===== config.mk =====
export PLATFORM = sky130hd
export DESIGN_NAME = bio_gpio_irq_apb_flat
export DESIGN_NICKNAME = d
export VERILOG_FILES = /design/src/rtl/bio_gpio_irq_apb_if.sv /design/src/rtl/bio_gpio_irq_apb.sv /design/src/flat_wrapper.sv
export SDC_FILE = /design/constraint.sdc
export NUM_CORES = 1
export LEC_CHECK = 0
export CORE_MARGIN = 10
export CORE_UTILIZATION = 30
export CTS_CLUSTER_DIAMETER = 30
export DETAILED_ROUTE_END_ITERATION = 16
export DONT_BUFFER_PORTS = 1
export PLACE_DENSITY = 0.5
export SYNTH_ARGS = -nofsm -noshare
export SYNTH_HDL_FRONTEND = slang
export SYNTH_SLANG_ARGS = --single-unit

===== constraint.sdc =====
create_clock -name aclk -period 4.6 [get_ports aclk]
set_clock_uncertainty 0.05 [all_clocks]
set_input_delay 0.46 -clock aclk [delete_from_list [all_inputs] [get_ports aclk]]
set_output_delay 0.46 -clock aclk [all_outputs]
set_load 0.01 [all_outputs]

===== src/rtl/bio_gpio_irq_apb_if.sv =====
// APB3/APB4 bus bundle for the bio GPIO/IRQ companion block.
// The master drives the request side; the slave returns data, ready and error.
interface bio_gpio_irq_apb_if #(
  parameter int AW = 12
) ();
  logic [AW-1:0] PADDR;
  logic          PSEL;
  logic          PENABLE;
  logic          PWRITE;
  logic [3:0]    PSTRB;
  logic [31:0]   PWDATA;
  logic [31:0]   PRDATA;
  logic          PREADY;
  logic          PSLVERR;

  modport master (
    output PADDR, PSEL, PENABLE, PWRITE, PSTRB, PWDATA,
    input  PRDATA, PREADY, PSLVERR
  );

  modport slave (
    input  PADDR, PSEL, PENABLE, PWRITE, PSTRB, PWDATA,
    output PRDATA, PREADY, PSLVERR
  );
endinterface


===== src/rtl/bio_gpio_irq_apb.sv =====
// Pad-side companion for the bio core: input synchronisers, per-pin software
// override of the core's output/direction, and a sticky interrupt unit with
// per-line level/rising-edge mode and enable masking, all behind APB.
module bio_gpio_irq_apb #(
  parameter int AW          = 12,
  parameter int NGPIO       = 32,
  parameter int NIRQ        = 4,
  parameter int SYNC_STAGES = 2
) (
  input  logic             aclk,
  input  logic             resetn,
  input  logic [NGPIO-1:0] gpio_in,
  output logic [NGPIO-1:0] gpio_in_sync,
  input  logic [NGPIO-1:0] core_gpio_out,
  input  logic [NGPIO-1:0] core_gpio_dir,
  output logic [NGPIO-1:0] gpio_out,
  output logic [NGPIO-1:0] gpio_dir,
  input  logic [NIRQ-1:0]  core_irq,
  output logic [NIRQ-1:0]  irq_out,
  output logic             irq_any,
  bio_gpio_irq_apb_if.slave apb
);

  localparam logic [3:0] IDX_STATUS  = 4'd0;
  localparam logic [3:0] IDX_ENABLE  = 4'd1;
  localparam logic [3:0] IDX_MODE    = 4'd2;
  localparam logic [3:0] IDX_GPIO_IN = 4'd3;
  localparam logic [3:0] IDX_OVR_EN  = 4'd4;
  localparam logic [3:0] IDX_OVR_OUT = 4'd5;
  localparam logic [3:0] IDX_OVR_DIR = 4'd6;
  localparam logic [3:0] IDX_ID      = 4'd7;

  localparam logic [7:0]  NIRQ_B  = 8'(NIRQ);
  localparam logic [7:0]  NGPIO_B = 8'(NGPIO);
  localparam logic [31:0] ID_VAL  = {16'hB10C, NIRQ_B, NGPIO_B};

  // Expand the four byte strobes into a 32-bit bit-enable mask.
  function automatic logic [31:0] f_strb_mask(input logic [3:0] strb);
    f_strb_mask = {{8{strb[3]}}, {8{strb[2]}}, {8{strb[1]}}, {8{strb[0]}}};
  endfunction

  // Registers
  logic [NGPIO-1:0] r_sync [SYNC_STAGES];
  logic [NIRQ-1:0]  r_irq_status;
  logic [NIRQ-1:0]  r_irq_en;
  logic [NIRQ-1:0]  r_irq_mode;
  logic [NIRQ-1:0]  r_irq_prev;
  logic [NGPIO-1:0] r_ovr_en;
  logic [NGPIO-1:0] r_ovr_out;
  logic [NGPIO-1:0] r_ovr_dir;

  // Decode / datapath wires
  logic [3:0]       w_idx;
  logic             w_unmapped;
  logic             w_ro;
  logic             w_access;
  logic             w_wr_ok;
  logic [31:0]      w_bmask;
  logic [NIRQ-1:0]  w_bm_irq;
  logic [NIRQ-1:0]  w_wd_irq;
  logic [NGPIO-1:0] w_bm_gpio;
  logic [NGPIO-1:0] w_wd_gpio;
  logic [NIRQ-1:0]  w_set;
  logic [NIRQ-1:0]  w_w1c;
  logic [NIRQ-1:0]  w_status_next;
  logic [31:0]      w_rdata;
  logic             w_unused_ok;

  // Byte offset bits never select a register; keep them visibly consumed.
  assign w_unused_ok = &{1'b0, apb.PADDR[1:0]};

  // Offsets 0x20..0x3F have no register, so bit 5 joins the high bits in the
  // unmapped check.
  assign w_idx      = apb.PADDR[5:2];
  assign w_unmapped = |apb.PADDR[AW-1:5];
  assign w_ro       = (w_idx == IDX_GPIO_IN) || (w_idx == IDX_ID);
  assign w_access   = apb.PSEL & apb.PENABLE;
  assign w_wr_ok    = w_access & apb.PWRITE & ~w_unmapped & ~w_ro;

  assign w_bmask   = f_strb_mask(apb.PSTRB);
  assign w_bm_irq  = w_bmask[NIRQ-1:0];
  assign w_wd_irq  = apb.PWDATA[NIRQ-1:0];
  assign w_bm_gpio = w_bmask[NGPIO-1:0];
  assign w_wd_gpio = apb.PWDATA[NGPIO-1:0];

  // Zero wait states; errors only flag in the access phase. Qualifying with
  // resetn keeps the bus outputs at their reset values while reset is held.
  assign apb.PREADY  = 1'b1;
  assign apb.PSLVERR = resetn & w_access & (w_unmapped | (apb.PWRITE & w_ro));
  assign apb.PRDATA  = (resetn & apb.PSEL & ~apb.PWRITE & ~w_unmapped) ? w_rdata : 32'h0000_0000;

  // Synchroniser chain: pad value reaches the core SYNC_STAGES edges later.
  always_ff @(posedge aclk or negedge resetn) begin
    if (!resetn) begin
      for (int k = 0; k < SYNC_STAGES; k++) begin
        r_sync[k] <= '0;
      end
    end else begin
      r_sync[0] <= gpio_in;
      for (int k = 1; k < SYNC_STAGES; k++) begin
        r_sync[k] <= r_sync[k-1];
      end
    end
  end

  assign gpio_in_sync = r_sync[SYNC_STAGES-1];

  // Software-programmable configuration registers with byte-lane writes.
  always_ff @(posedge aclk or negedge resetn) begin
    if (!resetn) begin
      r_irq_en   <= '0;
      r_irq_mode <= '0;
      r_ovr_en   <= '0;
      r_ovr_out  <= '0;
      r_ovr_dir  <= '0;
    end else if (w_wr_ok) begin
      case (w_idx)
        IDX_ENABLE:  r_irq_en   <= (r_irq_en   & ~w_bm_irq)  | (w_wd_irq  & w_bm_irq);
        IDX_MODE:    r_irq_mode <= (r_irq_mode & ~w_bm_irq)  | (w_wd_irq  & w_bm_irq);
        IDX_OVR_EN:  r_ovr_en   <= (r_ovr_en   & ~w_bm_gpio) | (w_wd_gpio & w_bm_gpio);
        IDX_OVR_OUT: r_ovr_out  <= (r_ovr_out  & ~w_bm_gpio) | (w_wd_gpio & w_bm_gpio);
        IDX_OVR_DIR: r_ovr_dir  <= (r_ovr_dir  & ~w_bm_gpio) | (w_wd_gpio & w_bm_gpio);
        default: begin
        end
      endcase
    end
  end

  // Interrupt set and W1C terms; a fresh set always beats a same-cycle clear.
  always_comb begin
    w_set = (r_irq_mode & core_irq & ~r_irq_prev) | (~r_irq_mode & core_irq);
    if (w_wr_ok && (w_idx == IDX_STATUS)) begin
      w_w1c = w_wd_irq & w_bm_irq;
    end else begin
      w_w1c = '0;
    end
    w_status_next = w_set | (r_irq_status & ~w_w1c);
  end

  // Sticky status and source history; history tracks the source in every mode
  // so a mode switch never manufactures an edge.
  always_ff @(posedge aclk or negedge resetn) begin
    if (!resetn) begin
      r_irq_status <= '0;
      r_irq_prev   <= '0;
    end else begin
      r_irq_status <= w_status_next;
      r_irq_prev   <= core_irq;
    end
  end

  // Register read mux; bits above NIRQ/NGPIO read as zero.
  always_comb begin
    w_rdata = 32'h0000_0000;
    case (w_idx)
      IDX_STATUS:  w_rdata[NIRQ-1:0]  = r_irq_status;
      IDX_ENABLE:  w_rdata[NIRQ-1:0]  = r_irq_en;
      IDX_MODE:    w_rdata[NIRQ-1:0]  = r_irq_mode;
      IDX_GPIO_IN: w_rdata[NGPIO-1:0] = gpio_in_sync;
      IDX_OVR_EN:  w_rdata[NGPIO-1:0] = r_ovr_en;
      IDX_OVR_OUT: w_rdata[NGPIO-1:0] = r_ovr_out;
      IDX_OVR_DIR: w_rdata[NGPIO-1:0] = r_ovr_dir;
      IDX_ID:      w_rdata            = ID_VAL;
      default:     w_rdata            = 32'h0000_0000;
    endcase
  end

  // Per-pin override mux in front of the pads.
  assign gpio_out = (r_ovr_en & r_ovr_out) | (~r_ovr_en & core_gpio_out);
  assign gpio_dir = (r_ovr_en & r_ovr_dir) | (~r_ovr_en & core_gpio_dir);

  // Masked interrupt outputs straight from registers.
  assign irq_out = r_irq_status & r_irq_en;
  assign irq_any = |irq_out;

endmodule

===== src/flat_wrapper.sv =====
// flat-port wrapper written by rule: the top's interface ports become plain ports
module bio_gpio_irq_apb_flat 
#(
  parameter int AW          = 12,
  parameter int NGPIO       = 32,
  parameter int NIRQ        = 4,
  parameter int SYNC_STAGES = 2
)
  (aclk, resetn, gpio_in, gpio_in_sync, core_gpio_out, core_gpio_dir, gpio_out, gpio_dir, core_irq, irq_out, irq_any, apb_PADDR, apb_PSEL, apb_PENABLE, apb_PWRITE, apb_PSTRB, apb_PWDATA, apb_PRDATA, apb_PREADY, apb_PSLVERR);
  bio_gpio_irq_apb_if #(.AW(AW)) apb_i ();
  input  logic aclk;
  input  logic resetn;
  input  logic [NGPIO-1:0] gpio_in;
  output logic [NGPIO-1:0] gpio_in_sync;
  input  logic [NGPIO-1:0] core_gpio_out;
  input  logic [NGPIO-1:0] core_gpio_dir;
  output logic [NGPIO-1:0] gpio_out;
  output logic [NGPIO-1:0] gpio_dir;
  input  logic [NIRQ-1:0] core_irq;
  output logic [NIRQ-1:0] irq_out;
  output logic irq_any;
  input wire logic [$bits(apb_i.PADDR)-1:0] apb_PADDR;
  input wire logic [$bits(apb_i.PSEL)-1:0] apb_PSEL;
  input wire logic [$bits(apb_i.PENABLE)-1:0] apb_PENABLE;
  input wire logic [$bits(apb_i.PWRITE)-1:0] apb_PWRITE;
  input wire logic [$bits(apb_i.PSTRB)-1:0] apb_PSTRB;
  input wire logic [$bits(apb_i.PWDATA)-1:0] apb_PWDATA;
  output wire logic [$bits(apb_i.PRDATA)-1:0] apb_PRDATA;
  output wire logic [$bits(apb_i.PREADY)-1:0] apb_PREADY;
  output wire logic [$bits(apb_i.PSLVERR)-1:0] apb_PSLVERR;
  assign apb_i.PADDR = apb_PADDR;
  assign apb_i.PSEL = apb_PSEL;
  assign apb_i.PENABLE = apb_PENABLE;
  assign apb_i.PWRITE = apb_PWRITE;
  assign apb_i.PSTRB = apb_PSTRB;
  assign apb_i.PWDATA = apb_PWDATA;
  assign apb_PRDATA = apb_i.PRDATA;
  assign apb_PREADY = apb_i.PREADY;
  assign apb_PSLVERR = apb_i.PSLVERR;
  bio_gpio_irq_apb #(.AW(AW), .NGPIO(NGPIO), .NIRQ(NIRQ), .SYNC_STAGES(SYNC_STAGES)) u_core (.aclk(aclk), .resetn(resetn), .gpio_in(gpio_in), .gpio_in_sync(gpio_in_sync), .core_gpio_out(core_gpio_out), .core_gpio_dir(core_gpio_dir), .gpio_out(gpio_out), .gpio_dir(gpio_dir), .core_irq(core_irq), .irq_out(irq_out), .irq_any(irq_any), .apb(apb_i));
endmodule

* Yosys cells after proc, flatten, opt, wreduce, memory -nomap -nowiden
Cells that the tools add are included.
** Storage, ports and cells
- Input port bits :: 153
- Logic and storage cells :: 75
- Bits in registers :: 176
** Cells by class
- Muxes and demuxes :: 4
- Reduce and logical (&&, ||, !) cells :: 10
- Equality and inequality tests :: 7
- Bitwise logic cells :: 45
** Operators by type and width (count)
- $and A32 B32 Y32 :: 8
- $or A32 B32 Y32 :: 5
- $pmux W28 S5 :: 1
- $not A32 Y32 :: 2
- $and A4 B4 Y4 :: 8
- $mux W32 :: 1
- $pmux W4 S7 :: 1
- $eq A4 B3 Y1 const B :: 4
- $not A4 Y4 :: 4
- $or A4 B4 Y4 :: 4
- $and A1 B1 Y1 :: 10
- $reduce_and A2 Y1 :: 5
- $eq A4 B2 Y1 const B :: 2
- $reduce_or A7 Y1 :: 1
- $eq A4 B1 Y1 const B :: 1
- $logic_not A4 Y1 :: 1
- $mux W4 :: 1
- $reduce_or A4 Y1 :: 1
- $not A1 Y1 :: 3
- $logic_and A1 B1 Y1 :: 1
- $logic_or A1 B1 Y1 :: 1
- $or A1 B1 Y1 :: 1

* Logic depth before layout (Yosys ltp)
- Word-level depth :: 9
- Gate-level depth with buffers :: 7
- Gate-level depth less buffers :: 4

* Worst setup path before layout
OpenSTA, ideal clock, no wires.
- Kind :: input -> output
- Start :: in apb_PADDR[7]
- End :: out apb_PRDATA[17]
- Arrival time :: 1818 ps
- Slack :: 2272 ps
- Cell stages on the path :: 7
- Required time :: 4090 ps
- Cell sequence :: nor4_1 > buf_2 > nand3_1 > a21o_1 > clkbuf_1 > buf_1 > a21oi_1
** Between the ends
- Cells in the longest elaborated chain, start to end :: 4
** Ends and longest elaborated chain
- from (decl) :: line flat_wrapper.sv:22 : input wire logic [$bits(apb_i.PADDR)-1:0] apb_PADDR;
- $reduce_or A7 Y1 :: line bio_gpio_irq_apb.sv:75 : assign w_unmapped = |apb.PADDR[AW-1:5];
- $not A1 Y1 :: line bio_gpio_irq_apb.sv:90 : assign apb.PRDATA = (resetn & apb.PSEL & ~apb.PWRITE & ~w_unmapped) ? w_rdata : 32'h0000_0000;
- $and A1 B1 Y1 :: line bio_gpio_irq_apb.sv:90
- $mux W32 :: line bio_gpio_irq_apb.sv:90
- to (decl) :: line flat_wrapper.sv:28 : output wire logic [$bits(apb_i.PRDATA)-1:0] apb_PRDATA;
Every way passes these cells.

* Final worst setup path
- Start :: in apb_PADDR[7]
- End :: out apb_PRDATA[19]
Same word-level chain as after synthesis.

==> key figures <==
Yosys
  • Mapped Cells: approximately 600
  • Seq cells post-synth: approximately 180
  • Synth area leader: dfrtp_1
  • Post-Synthesis Cell Area: 0.00817 sq mm
  • Top post-synthesis cells by area: dfrtp_1, mux2_2, a22oi_1
  • Ys Warns: 0
  • Sequential share of the synthesized area: ~54%
  • Mean post-synth cell area: 13.2 sq um
  • Mapped Nets: 770
  • Share of Yosys cell area claimed by the top area cell type: 53.9%
  • Unique masters post-synth: 41

Global route
  • Vias in the first global route: slightly below 6000
  • Initial antenna violation count: 1
  • GRT Residual Overflow: 0
  • GRT Resource Usage Total: between 10% and 20%
  • Largest net degree at the start of global routing: 179
  • First-pass GRT wire length: just under 40 mm

Placement
  • I/O Buffers: 0
  • Detailed Place HPWL: 18.7 mm
  • Dpl cell area: 0.00826 sq mm
  • Post-Place Setup Slack: 1.61 ns
  • Placer Congestion: 0.759

STA
  • Worst slew pin tran: 1.18 ns
  • Final min period: 2.90 ns
  • Max Fclk: ~0.34 GHz
  • Slew HR: 21.2%
  • Slew Viols, Final: 0
  • Min Hold Slack: 0.0218 ns
  • Final hold viol count: 0
  • Setup violations, final: 0
  • Final worst slack: 1.70 ns
  • RSZ-0062 raised after global routing: false
  • Setup TNS: 0 ns
  • Period utilization: between 60% and 70%

Setup path
  • Crit Path Category: input port to primary output
  • Crit path from: apb_PADDR[7]
  • Crit path DAT: 2.39 ns
  • Critical path endpoint category: primary output
  • CP startpoint kind: input port
  • CP max FO: 17
  • Register-to-Register Path Depth: 1
  • CP required: approximately 4 ns

Flow run
  • # Max-Cap Violations: 0

Routing
  • Initial DRC count: 288
  • Initial DRT Pass Iterations: 7
  • Via Count: 5248
  • Via density: 5.42
  • WL per Instance: approximately 28 um
  • Drt total wl: 26.7 mm
  • Drt drc: 0
  • Post-DRT Antenna Nets: 0

Floorplanning
  • Num rows: 60
  • Die width: 185 um
  • Initial Util: a little under a third
  • Top-Level Pins: 288
  • Core Region: 0.0269 sq mm
  • Die ar.: 0.0342 sq mm
  • Die Height: 185 um

CTS
  • Clock Path Buffers: 2
  • Post-CTS setup buffer count: 0
  • TritonCTS clock tree: built
  • CTS buffer count: 17
  • Worst-Skew Late Latency: between 0.4 and 0.5 ns
  • Root buffer cell: clkbuf_16
  • Clk sinks: 176
  • H-tree depth: 4
  • Clock-pin transition on the worst setup and hold timing paths: around 0.070 ns

Power
  • P per Cell Area: 352 mW/mm^2
  • VDD IR-drop max: slightly below 0.3 mV
  • Lkg Pwr: 3.93 nW
  • Overall Power: 3.25 mW

Cells and area
  • Nets: slightly below 800
  • Area grow syn2layout: 13.1%
  • Diodes inserted: 0
  • Final instance area: around 0.0092 sq mm
  • Layout cells sized above 1: 35.7%
  • Fillers: 2607

Status
  • Status: finished clean

Worst hold path
  • Type of the tightest min-delay check: input port to async pin
cell families after synthesis:
logic type             count (synthesis)  synth area share [%]
AO/OA/AOI/OAI                        108                  8.95
AND/OR/NAND/NOR                       98                  8.66
multiplexers                         171                  23.6
other                                  1                0.0459
buffers and inverters                 63                  4.83
flip-flops                           176                  53.9
Yosys cell counts (all sizes together):
library cell / number
nor3b: 1
a22o: 5
nor4b: 2
a32oi: 1
a21o: 8
a31oi: 6
nand3: 17
nor4: 2
nand3b: 1
and3: 1
and4bb: 2
nand4: 10
nor2: 10
mux2: 171
a22oi: 45
o21ai: 12
conb: 1
a222oi: 4
or4: 1
and2: 9
dfrtp: 176
or3: 1
buf: 46
a211o: 2
nor4bb: 1
nand2: 33
nor2b: 5
nor3: 2
inv: 1
clkbuf: 16
a21oi: 25
area by class of cell:
type	count	area, sq um	share of cell area, %
clock buffer	18	439	4.76
clock inverter	12	150	1.63
inverter	1	3.75	0.0407
multi-input combinational	378	3380	36.6
sequential	176	4400	47.7
tap	341	427	4.62
timing repair buffer	42	425	4.61
final timing paths:
path	endpoint	slack, ns
min	async pin	0.02
max reg2reg	flop	3.69
max	apb_PRDATA[19]	1.70
max in group asynchronous	u_core.r_irq_prev[2]$_DFF_PN0_	3.77
min reg2reg	u_core.gpio_in_sync[8]$_DFF_PN0_	0.29
min in group aclk	u_core.r_irq_status[3]$_DFF_PN0_	0.10
metal layers:
metal / wire, um / global-route usage (%) / up-vias / share of wire (%)
met2: 13200 / 25.2 / 260 / 49
li1: - / - / 2240 / -
met3: 2910 / 7.05 / 31 / 11
met1: 10200 / 17.8 / 2715 / 38
met5: 10 / 0 / - / 0.037
met4: 371 / 4.06 / 2 / 1.4
what timing repair did:
| action | in CTS | in global routing |
|---|---|---|
| hold endpoints to repair | 212 | 176 |
| hold buffers | 36 | 1 |
| resized for setup | 0 | 0 |
where the power goes:
group	total, mW	leakage, nW	internal (mW)	switching [mW]
logic	0.162	1.36	0.0640	0.0982
registers	1.60	2.28	1.58	0.0268
clock network	1.49	0.289	0.827	0.660
total	3.25	3.93	2.47	0.785
stage by stage:
stage	util [%]	instances
2_1_floorplan	-	617
3_3_place_gp	30.7	901
3_5_place_dp	30.7	901
4_1_cts	34.3	967
5_1_grt	34.4	968
6_report	34.4	968
cells in the final DEF (no fill, tap or decap), drive strengths merged, types with 3 or more instances in the layout:
cell	netlist	final
inv	1	7
a222oi	4	4
dfrtp	176	176
buf	46	6
nor2	10	10
a21o	8	8
dlygate4sd3	0	36
nand3	17	17
mux2	171	171
a22oi	45	45
o21ai	12	12
a22o	5	5
clkbuf	16	18
clkinv	0	3
nand4	10	10
a31oi	6	6
a21oi	25	25
nor2b	5	5
nand2	33	33
and2	9	9
worst max-delay path: stages:
cell	delay [ns]
nor4_2	0.53
nand3_1	0.18
a21o_1	0.41
buf_4	0.34
a21oi_1	0.45
(Power assumes the default switching activity.)
